**src/rtl/uart_pkg.sv**
```systemverilog
// rtl/uart_pkg.sv - shared types and constants for the UART receiver (UART_RX_PARITY_EN adds PARITY state)
package uart_pkg;

    localparam int unsigned c_DATA_BITS              = 8;
    localparam logic        c_IDLE_LEVEL             = 1'b1;
    localparam int unsigned c_DEFAULT_CYCLES_PER_BIT = 434;

    typedef enum logic [2:0] {
        IDLE,
        START,
        DATA,
`ifdef UART_RX_PARITY_EN
        PARITY,
`endif
        STOP,
        WAIT_IDLE,
        CLEANUP
    } uart_rx_state_t;

endpackage

```
**src/rtl/sync_2ff.sv**
```systemverilog
// rtl/sync_2ff.sv - two-flop synchronizer for an idle-high asynchronous line
module sync_2ff (
    input  logic i_CLK,
    input  logic i_RESET,
    input  logic i_D,
    output logic o_Q
);

    logic meta;

    // Both flops come out of reset at the line's idle level so no false start is seen.
    always_ff @(posedge i_CLK or negedge i_RESET) begin
        if (!i_RESET) begin
            meta <= 1'b1;
            o_Q  <= 1'b1;
        end else begin
            meta <= i_D;
            o_Q  <= meta;
        end
    end

endmodule

```
**src/rtl/uart_serial_rx.sv**
```systemverilog
// rtl/uart_serial_rx.sv - UART 8N1 receiver; define UART_RX_PARITY_EN for an even-parity bit and o_PARITY_ERROR
module uart_serial_rx
    import uart_pkg::*;
#(
    parameter int unsigned c_CYCLES_PER_BIT = c_DEFAULT_CYCLES_PER_BIT
) (
    input  logic       i_CLK,
    input  logic       i_RESET,
    input  logic       i_SERIAL_DATA,
    output logic [7:0] o_DATA_RX,
    output logic       o_RX_DATA_VALID,
    output logic       o_RX_ACTIVE,
`ifdef UART_RX_PARITY_EN
    output logic       o_PARITY_ERROR,
`endif
    output logic       o_FRAME_ERROR
);

    localparam int unsigned c_CNT_W = $clog2(c_CYCLES_PER_BIT);
    localparam logic [c_CNT_W-1:0] c_HALF_CNT = c_CNT_W'((c_CYCLES_PER_BIT - 1) / 2);
    localparam logic [c_CNT_W-1:0] c_BIT_CNT  = c_CNT_W'(c_CYCLES_PER_BIT - 1);
    localparam logic [2:0]         c_LAST_BIT = 3'(c_DATA_BITS - 1);

    uart_rx_state_t     state, state_nxt;
    logic [c_CNT_W-1:0] cnt, cnt_nxt;
    logic [2:0]         bit_idx, bit_idx_nxt;
    logic [7:0]         shift_q;
    logic               rx_sync;
    logic               data_sample;
    logic               stop_sample;
`ifdef UART_RX_PARITY_EN
    logic               par_sample;
    logic               par_q;
`endif

    sync_2ff u_sync (
        .i_CLK   (i_CLK),
        .i_RESET (i_RESET),
        .i_D     (i_SERIAL_DATA),
        .o_Q     (rx_sync)
    );

    always_ff @(posedge i_CLK or negedge i_RESET) begin
        if (!i_RESET) begin
            state   <= IDLE;
            cnt     <= '0;
            bit_idx <= '0;
        end else begin
            state   <= state_nxt;
            cnt     <= cnt_nxt;
            bit_idx <= bit_idx_nxt;
        end
    end

    // Every exit from a timed state clears the cycle counter, so each phase starts from zero.
    always_comb begin
        state_nxt   = state;
        cnt_nxt     = cnt + 1'b1;
        bit_idx_nxt = bit_idx;
        data_sample = 1'b0;
        stop_sample = 1'b0;
`ifdef UART_RX_PARITY_EN
        par_sample  = 1'b0;
`endif
        case (state)
            IDLE: begin
                cnt_nxt     = '0;
                bit_idx_nxt = '0;
                if (rx_sync != c_IDLE_LEVEL) begin
                    state_nxt = START;
                end
            end
            START: begin
                if (cnt == c_HALF_CNT) begin
                    cnt_nxt   = '0;
                    state_nxt = (rx_sync == c_IDLE_LEVEL) ? IDLE : DATA;
                end
            end
            DATA: begin
                if (cnt == c_BIT_CNT) begin
                    cnt_nxt     = '0;
                    data_sample = 1'b1;
                    bit_idx_nxt = bit_idx + 1'b1;
                    if (bit_idx == c_LAST_BIT) begin
`ifdef UART_RX_PARITY_EN
                        state_nxt = PARITY;
`else
                        state_nxt = STOP;
`endif
                    end
                end
            end
`ifdef UART_RX_PARITY_EN
            PARITY: begin
                if (cnt == c_BIT_CNT) begin
                    cnt_nxt    = '0;
                    par_sample = 1'b1;
                    state_nxt  = STOP;
                end
            end
`endif
            STOP: begin
                if (cnt == c_BIT_CNT) begin
                    cnt_nxt     = '0;
                    stop_sample = 1'b1;
                    state_nxt   = (rx_sync == c_IDLE_LEVEL) ? CLEANUP : WAIT_IDLE;
                end
            end
            WAIT_IDLE: begin
                // A held-low line (break) is waited out before re-arming.
                cnt_nxt = '0;
                if (rx_sync == c_IDLE_LEVEL) begin
                    state_nxt = CLEANUP;
                end
            end
            CLEANUP: begin
                cnt_nxt   = '0;
                state_nxt = IDLE;
            end
            default: begin
                cnt_nxt   = '0;
                state_nxt = IDLE;
            end
        endcase
    end

    always_ff @(posedge i_CLK or negedge i_RESET) begin
        if (!i_RESET) begin
            shift_q         <= '0;
            o_DATA_RX       <= '0;
            o_RX_DATA_VALID <= 1'b0;
            o_FRAME_ERROR   <= 1'b0;
`ifdef UART_RX_PARITY_EN
            par_q           <= 1'b0;
            o_PARITY_ERROR  <= 1'b0;
`endif
        end else begin
            o_RX_DATA_VALID <= 1'b0;
            o_FRAME_ERROR   <= 1'b0;
`ifdef UART_RX_PARITY_EN
            o_PARITY_ERROR  <= 1'b0;
            if (par_sample) begin
                par_q <= rx_sync;
            end
`endif
            if (data_sample) begin
                shift_q[bit_idx] <= rx_sync;
            end
            if (stop_sample) begin
                if (rx_sync == c_IDLE_LEVEL) begin
`ifdef UART_RX_PARITY_EN
                    // Even parity: data bits plus parity bit must XOR to zero.
                    if (^{shift_q, par_q}) begin
                        o_PARITY_ERROR <= 1'b1;
                    end else begin
                        o_DATA_RX       <= shift_q;
                        o_RX_DATA_VALID <= 1'b1;
                    end
`else
                    o_DATA_RX       <= shift_q;
                    o_RX_DATA_VALID <= 1'b1;
`endif
                end else begin
                    o_FRAME_ERROR <= 1'b1;
                end
            end
        end
    end

    assign o_RX_ACTIVE = (state != IDLE);

endmodule

```
**config.mk**
```make
export PLATFORM = sky130hd
export DESIGN_NAME = uart_serial_rx
export DESIGN_NICKNAME = d
export VERILOG_FILES = /design/src/rtl/uart_pkg.sv /design/src/rtl/sync_2ff.sv /design/src/rtl/uart_serial_rx.sv
export SDC_FILE = /design/constraint.sdc
export NUM_CORES = 1
export LEC_CHECK = 0
export ABC_CLOCK_PERIOD_IN_PS = 4200
export CAP_MARGIN = 20
export CELL_PAD_IN_SITES_DETAIL_PLACEMENT = 1
export CELL_PAD_IN_SITES_GLOBAL_PLACEMENT = 2
export CORE_UTILIZATION = 41
export CTS_CLUSTER_DIAMETER = 100
export DETAILED_ROUTE_END_ITERATION = 6
export GPL_ROUTABILITY_DRIVEN = 0
export PLACE_DENSITY_LB_ADDON = 0.1
export SLEW_MARGIN = 10
export SYNTH_ARGS = -nofsm -noshare
export SYNTH_HDL_FRONTEND = slang
export SYNTH_SLANG_ARGS = --single-unit
```
**constraint.sdc**
```tcl
create_clock -name i_CLK -period 4.2 [get_ports i_CLK]
set_clock_uncertainty 0.05 [all_clocks]
set_input_delay 0.84 -clock i_CLK [delete_from_list [all_inputs] [get_ports i_CLK]]
set_output_delay 0.84 -clock i_CLK [all_outputs]
set_load 0.05 [all_outputs]
```
Yosys cells after proc, flatten, opt, wreduce, memory -nomap -nowiden --
Cells that the tools add are included. W data, S select, Z words.
Word-level totals: register bits 35, output and inout port bits 11, logic and storage cells 58
Operators by class: equality and inequality tests 13, reduce and logical (&&, ||, !) cells 8, magnitude comparators 2, $add $sub $neg 2, multiplexer cells 24
Operator list (number):
- $mux W3 | 7
- $mux W9 | 2
- $pmux W9 S2 | 1
- $pmux W3 S5 | 1
- $ne A2 B2 Y1 const B | 5
- $add A9 B1 Y9 const B | 1
- $eq A9 B8 Y1 const B | 1
- $eq A9 B9 Y1 const B | 1
- $mux W1 | 9
- $bwmux W8 | 1
- $eq A3 B2 Y1 const B | 2
- $eq A3 B3 Y1 const B | 2
- $pmux W3 S2 | 1
- $reduce_and A6 Y1 | 1
- $lt A3 B4 Y1 const B | 1
- $reduce_and A2 Y1 | 2
- $add A3 B1 Y3 const B | 1
- $demux W1 S3 | 1
- $eq A3 B1 Y1 const B | 1
- $ge A3 B1 Y1 const B | 1
- $logic_not A3 Y1 | 1
- $reduce_bool A3 Y1 | 1
- $mux W2 | 1
- $ne A2 B1 Y1 const B | 1
- other kinds (3) | 3

Logic depth before layout (Yosys ltp) --
Gate-level depths: netlist of the first run.
word-level depth 5, gate-level depth with buffers 6, gate-level depth less buffers 6

Cells and area by module --
A second synthesis of the first run with hierarchy kept.
Second synthesis, totals: cell total of the unflattened synthesis 142, area total of the unflattened synthesis 1655.3 um^2
Modules (own cells, without submodules):
- uart_serial_rx | area an instance 1602.8 um^2, cells an instance 140, instances 1
- sync_2ff | area an instance 52.6 um^2, cells an instance 2, instances 1

Least setup slack after synthesis of the first run --
OpenSTA, ideal clock, no wires.
kind reg-to-output, from register state[0], to output port o_RX_ACTIVE, cell stages (with the launch flop) 3, setup slack 2.188 ns, data required time 3.310 ns, arrival time 1.122 ns, path through dfrtp_1 > clkbuf_1 > or3_1
On the way: longest elaborated chain between the ends 1
RTL lines:
- start: declaration | line uart_serial_rx.sv:24 | uart_rx_state_t state, state_nxt;
- start signal: assignment | line uart_serial_rx.sv:49 | state <= state_nxt;
- $reduce_bool A3 Y1 | line uart_serial_rx.sv:170 | assign o_RX_ACTIVE = (state != IDLE);
- end: declaration | line uart_serial_rx.sv:12 | output logic o_RX_ACTIVE,
No other way between the ends.

Worst setup path after layout of the first run --
from register state[1], to output port o_RX_ACTIVE
The elaborated chain is that of the path after synthesis.

==> results of run 1 <==
-- cells in the final DEF (no fill, tap or decap), types with 2 or more instances in the layout --
cell / instances
sky130_fd_sc_hd__ha_1: 5
sky130_fd_sc_hd__a22o_1: 3
sky130_fd_sc_hd__inv_1: 7
sky130_fd_sc_hd__nand4_1: 4
sky130_fd_sc_hd__dfrtp_1: 33
sky130_fd_sc_hd__clkdlybuf4s50_1: 13
sky130_fd_sc_hd__nor2_1: 16
sky130_fd_sc_hd__nor3_1: 4
sky130_fd_sc_hd__nand3_1: 4
sky130_fd_sc_hd__dfstp_2: 2
sky130_fd_sc_hd__clkbuf_8: 5
sky130_fd_sc_hd__a32o_1: 2
sky130_fd_sc_hd__o21ai_0: 4
sky130_fd_sc_hd__nand2_1: 8
sky130_fd_sc_hd__xor2_1: 2
sky130_fd_sc_hd__nor4_1: 4
sky130_fd_sc_hd__a21oi_1: 2
sky130_fd_sc_hd__clkbuf_1: 2
sky130_fd_sc_hd__xnor2_1: 5
sky130_fd_sc_hd__mux2_2: 16
sky130_fd_sc_hd__nor2b_1: 2
-- state kept, by name (all words and copies together) (netlist names) --
register	flops
bit_idx	3
cnt	9
o_DATA_RX	8
o_FRAME_ERROR	1
o_RX_DATA_VALID	1
shift_q	8
state	3
u_sync.meta	1
u_sync.o_Q	1
-- power by group through the flow --
stage               clock, uW  combinational (uW)  sequential (uW)
floorplan                   0                1.60              346
global placement            0                9.87              347
detailed placement          0                10.1              347
CTS                       242                10.2              341
global route              257                11.3              341
finish                    233                9.49              341
-- critical path, cell delays in order, from the launching register on --
cell and delay (ns):
sky130_fd_sc_hd__dfrtp_1 0.50, sky130_fd_sc_hd__or3_1 0.41, sky130_fd_sc_hd__clkdlybuf4s50_1 0.70
-- logic make-up (layout without fill, tap and decap cells) --
kind of cell             after synthesis  in the layout  synth area share
AO/OA/AOI/OAI                         14             14            0.0661
adder cells (fa/ha/maj)                5              5            0.0380
AND/OR/NAND/NOR                       55             55             0.188
XOR/XNOR                               7              7            0.0372
buffers and inverters                 12             29            0.0281
flip-flops                            35             35             0.533
multiplexers                          16             16             0.109
-- worst min-delay path by stage --
stage / cells after the start / startpoint / to
2_1_floorplan: 0 / u_sync.meta / u_sync.o_Q
4_1_cts: 0 / u_sync.meta / u_sync.o_Q
3_3_place_gp: 0 / u_sync.meta / u_sync.o_Q
3_5_place_dp: 0 / u_sync.meta / u_sync.o_Q
6_report: 0 / u_sync.meta / u_sync.o_Q
5_1_grt: 0 / u_sync.meta / u_sync.o_Q
-- per-stage QoR --
step	worst slack, ns	power (uW)	hold WS [ns]
2_1_floorplan	2.19	347	0.295
3_5_place_dp	1.74	357	0.299
4_1_cts	1.42	593	0.309
5_1_grt	1.35	609	0.316
6_report	1.42	583	0.307
3_3_place_gp	1.76	357	0.296
-- per-layer routing --
metal | share of wire | track usage | vias up
met5 | 0 | 0 | -
met4 | 0.014 | 0.0652 | 0
met3 | 0.031 | 0.0573 | 5
met2 | 0.48 | 0.296 | 14
met1 | 0.48 | 0.253 | 572
li1 | - | - | 540
-- area by class of cell --
cell class	instances	area share
clock buffers	7	0.0401
clock inverters	1	0.00263
multi-input cells	97	0.379
repair buffers	14	0.0722
well taps	48	0.0315
inverters	7	0.0138
flip-flops and latches	35	0.461
==> summary.md, run 1 <==
| Metric | Value |
|---|---|
| Result of the run | finished clean |
| Routed length per placed instance | roughly 17 um |
| Post-synthesis average cell area | 11.4 sq um |
| Fin. Hold Viols | 0 |
| Area of all sequential standard cells | 878 sq um |
| TritonCTS buffer count | 5 |
| Number of hold-repair buffers added at the cts stage | 0 |
| Number of max-capacitance violations reported | 0 |
| Die span in x | 65.4 um |
| WP data arrival | 1.89 ns |
| CP Class | register to output pin |
| Leakage power | 0.000839 uW |
| IR Drop Worst-Case VDD | 0.192 mV |
| Area growth, synth to finish | 15.7% |
| Category of the worst setup path capture point | output pin |
| Total number of nets in the final design | around 170 |
| Total power divided by cell area | 306 nW/um^2 |
| Net count after synthesis | 152 |
| Net switching share of the total power | 0.215 |
| Pin count of the biggest net entering global routing | 36 |
| Worst Setup Start Kind | register |
| Fraction of power consumed by the clock network | 0.399 |
| Clock-pin slew on the worst setup and hold paths | 0.07 ns |
| Clock sink count | 35 |
| Post-synth EDFFs | 0 |
| DRC errors left | 0 |
| Total track usage | 0.191 |
| Port buffer count | 13 |
| Cell Int Power | 458 uW |
| Worst reg2reg path startpoint | cnt[0] |
| Fraction of the yosys area taken by sequential cells | 0.533 |
| Worst reg2reg path depth | 6 |
| Inst Count DP | 201 |
| Core ar. | 3740 sq um |
| Buffer levels on the longest clock path | 2 |
| Unrepaired setup endpoints after global routing | false |
| Combined area of the multi-input logic cells | 722 sq um |
| Final Instance Area | 1910 sq um |
| Die Y | between 60 and 70 um |
| Vias in the first global route | between 1,000 and 1,500 |
| Worst R2R Setup Slack | 2.01 ns |
| Drt first pass iters | 3 |
| Buffer cell driving the clock tree root | sky130_fd_sc_hd__clkbuf_8 |
| Launching element of the worst setup path | state[1] |
| Total congestion overflow after global routing | 0 |
| Cell type with the largest total area after synthesis | sky130_fd_sc_hd__dfrtp_1 |
| Share of power burned in registers | 0.585 |
| First-pass GRT wire length | 5960 um |
| Fin crit share | 0.663 |
| TritonCTS clock tree | yes |
| Portion of synthesized cell area occupied by the leading cell type | 0.502 |
| Number of post-CTS setup repair buffers | 0 |
| Switching power summed over all nets | 125 uW |
| Post-DP HPWL | 2420 um |
| Final setup violation count | 0 |
| Num ports | 14 |
| Primary FF master, synth | sky130_fd_sc_hd__dfrtp_1 |
| Post-synthesis cell area | roughly 1600 sq um |
| Initial antenna violation count | 0 |
| Final core utilization | 0.509 |
| Final-layout fill cell count | 416 |
| Leading post-synthesis cells by cell area | sky130_fd_sc_hd__dfrtp_1 (50%), sky130_fd_sc_hd__mux2_2 (11%), sky130_fd_sc_hd__ha_1 (3.8%), sky130_fd_sc_hd__nor2_1 (3.6%), sky130_fd_sc_hd__dfstp_2 (3.2%) |
| Total wirelength of the detailed-routed design | 3460 um |
| Fraction of final layout cells sized beyond drive strength 1 | 0.193 |
| Critical Path Fanout Max | 12 |
| Post-Synthesis Cells | 144 |
| Minimum period implied by the final worst setup slack | 2.78 ns |
| Drt first-iter violations | 102 |
| Capture point of the worst path | o_RX_ACTIVE |
| Most used standard cells in the synthesized netlist | sky130_fd_sc_hd__dfrtp_1 (33), sky130_fd_sc_hd__mux2_2 (16), sky130_fd_sc_hd__nor2_1 (16) |
| Cell area after placement | 1820 sq um |
| Cell with the most instances after synthesis | sky130_fd_sc_hd__dfrtp_1 |
| Count of non-filler cells in the finished layout | 209 |
| Count of cell types in the netlist | 36 |
| Via count of the routed design | ~1,100 |
| Min-Delay Path Class | register to register |
| Worst slew margin relative to its limit | 0.666 |
| Max Clock Freq | 359 MHz |
| Area of the die | 4270 sq um |
| Initial core utilization | 0.440 |
| Resize count post-CTS | 0 |
| Routed via count divided by cell count | 5.41 |
| Clock latency of the later-clocked register in the worst-skew pair | ~0.28 ns |
| Number of core rows | 22 |
| Slew at the pin closest to its max-slew limit | 0.499 ns |
| Number of slew-limit violations in the final report | 0 |
| Proportion of register bits with asynchronous set or reset after synthesis | 1.00 |
| Final antenna-violating net count | 0 |
| Number of levels in the clock H-tree | 2 |
| Flip-flop and latch count after synthesis | 35 |
| Summed negative setup slack over all endpoints | 0 ns |
| Warnings, synthesis | 0 |
| Diodes inserted | 0 |
| Fraction of power consumed by combinational cells | 0.016 |
| Worst reg2reg endpoint | cnt[3] |
| Data required time at the worst endpoint | 3.31 ns |
(Power assumes the default switching activity.)
==> inputs of run 2 (changes only) <==
ABC_CLOCK_PERIOD_IN_PS = 2800   (was 4200)
CORE_UTILIZATION = 38   (was 41)
clock period = 2.8 ns   (was 4.2 ns; I/O delays follow)
==> run 2 against run 1 <==
Against the previous run:
- sequential share of layout area down 0.60 points
- cell count up 0.96%
- worst setup slack worse by 1.1 ns
- sequential power up 50%
- flip-flop and latch count unchanged
- wire length down 3.9%
- register-to-register slack worse by 1.4 ns
- global-route usage down 1.5 points
- die area up 7.7%
==> summary.md, run 2 (synthesized netlist as in run 1, its figures left out) <==
| Metric | Value |
|---|---|
| First-pass GRT wire length | a little under 6000 um |
| Total number of nets in the final design | 168 |
| Cell Int Power | 736 uW |
| Hold depth | 0 |
| Initial antenna violation count | 0 |
| Slew at the pin closest to its max-slew limit | approximately 0.5 ns |
| Buffer levels on the longest clock path | 2 |
| Worst R2R Setup Slack | 0.58 ns |
| Worst reg2reg endpoint | cnt[3] |
| Drt first pass iters | 4 |
| Top library cells by usage in the layout, fill and taps aside | sky130_fd_sc_hd__dfrtp_1 (33), sky130_fd_sc_hd__nor2_1 (16), sky130_fd_sc_hd__mux2_2 (16) |
| Core ar. | 4090 sq um |
| Vias in the first global route | 1,170 |
| Fin. Hold Viols | 0 |
| Pin count of the biggest net entering global routing | 36 |
| Category of the worst setup path capture point | output pin |
| Number of levels in the clock H-tree | 2 |
| Routed length per placed instance | 15.7 um |
| TritonCTS buffer count | 5 |
| Final hold slack | 0.307 ns |
| Commonest non-fill, non-tap cell in the layout | sky130_fd_sc_hd__dfrtp_1 |
| Number of core rows | 23 |
| Number of max-capacitance violations reported | 0 |
| CP Class | register to output pin |
| Result of the run | finished clean |
| Minimum period implied by the final worst setup slack | 2.50 ns |
| Worst slew margin relative to its limit | 0.659 |
| Number of post-CTS setup repair buffers | 0 |
| WP data arrival | 1.89 ns |
| IR Drop Worst-Case VDD | 0.223 mV |
| Final-layout fill cell count | 447 |
| Max Clock Freq | around 400 MHz |
| Number of flip-flops in the largest register | 9 |
| Initial core utilization | 0.403 |
| DRC errors left | 0 |
| Data required time at the worst endpoint | around 2.2 ns |
| Switching power summed over all nets | 191 uW |
| Share of power burned in registers | 0.552 |
| Buffer cell driving the clock tree root | sky130_fd_sc_hd__clkbuf_8 |
| Number of hold-repair buffers added at the cts stage | 0 |
| Leakage power | 0.000847 uW |
| Final antenna-violating net count | 0 |
| Unrepaired setup endpoints after global routing | false |
| Fraction of final layout cells sized beyond drive strength 1 | 0.205 |
| Clock sink count | 35 |
| Clock latency of the later-clocked register in the worst-skew pair | around 0.28 ns |
| Area of the die | 4600 sq um |
| Fin crit share | 0.891 |
| Clock-pin slew on the worst setup and hold paths | 0.07 ns |
| Area growth, synth to finish | 17.2% |
| Number of slew-limit violations in the final report | 0 |
| Die Y | 67.8 um |
| Worst Setup Start Kind | register |
| Total track usage | 0.176 |
| Diodes inserted | 0 |
| Fraction of power consumed by the clock network | 0.433 |
| Post-DP HPWL | approximately 2300 um |
| Total wirelength of the detailed-routed design | 3320 um |
| Port buffer count | 13 |
| Total power divided by cell area | 480 nW/um^2 |
| Min-Delay Path Class | register to register |
| Resize count post-CTS | 0 |
| Net switching share of the total power | 0.206 |
| Via count of the routed design | ~1,100 |
| Summed negative setup slack over all endpoints | 0 ns |
| Biggest regs | cnt x9, o_DATA_RX x8, shift_q x8 |
| Die span in x | 67.8 um |
| Endpoint, Worst Hold | u_sync.o_Q |
| Routed via count divided by cell count | 5.27 |
| Fraction of power consumed by combinational cells | 0.015 |
| Worst reg2reg path startpoint | cnt[0] |
| Final Instance Area | roughly 1900 sq um |
| Cell area after placement | 1830 sq um |
| Total congestion overflow after global routing | 0 |
| Critical Path Fanout Max | 11 |
| Worst hold path startpoint | u_sync.meta |
| Top register by number of flip-flops | cnt |
| Num ports | 14 |
| Drt first-iter violations | 83 |
| Final setup violation count | 0 |
| Worst reg2reg path depth | 6 |
| TritonCTS clock tree | yes |
[run 2: how the worst max path moves through the flow]
stage,start,end,depth (start not counted)
2_1_floorplan,cnt[0],state[1],6
3_3_place_gp,state[0],o_RX_ACTIVE,2
3_5_place_dp,cnt[0],cnt[7],6
4_1_cts,state[1],o_RX_ACTIVE,2
5_1_grt,state[1],o_RX_ACTIVE,2
6_report,state[0],o_RX_ACTIVE,2
[run 2: power groups by stage]
stage | Combinational, uW | Clock, uW | Sequential [uW]
after global placement | 14.7 | 0 | 521
after detailed placement | 15.2 | 0 | 521
after global routing | 16.8 | 437 | 512
final | 14.2 | 401 | 511
after floorplan | 2.40 | 0 | 518
after CTS | 15.1 | 417 | 511
[run 2: layout make-up]
| cell class | count | area, sq um | share of cell area |
|---|---|---|---|
| inverter | 7 | 26.3 | 0.0136 |
| tap | 50 | 62.6 | 0.0324 |
| clock inverter | 1 | 7.51 | 0.00389 |
| sequential | 35 | 878 | 0.455 |
| clock buffer | 7 | 96.3 | 0.0499 |
| timing repair buffer | 14 | 138 | 0.0713 |
| multi-input combinational | 97 | 722 | 0.374 |
[run 2: metrics by stage]
step                      power [uW]  instances  setup WS, ns  utilization
after floorplan                  521        144         0.814            -
after global placement           535        203         0.626        0.447
after detailed placement         536        203         0.598        0.447
after CTS                        943        211         0.291        0.472
after global routing             965        211         0.231        0.472
final                            926        211         0.305        0.472
[run 2: layer usage]
metal / GRT usage / share of wire
met2: 0.260 / 0.46
met1: 0.241 / 0.49
met4: 0.0911 / 0.017
met5: 0 / 0
met3: 0.0400 / 0.026
[run 2: worst max-delay path, cell delays in order, from the launching register on]
cell and delay (ns):
sky130_fd_sc_hd__dfrtp_1 0.51, sky130_fd_sc_hd__or3_1 0.39, sky130_fd_sc_hd__clkdlybuf4s50_1 0.70
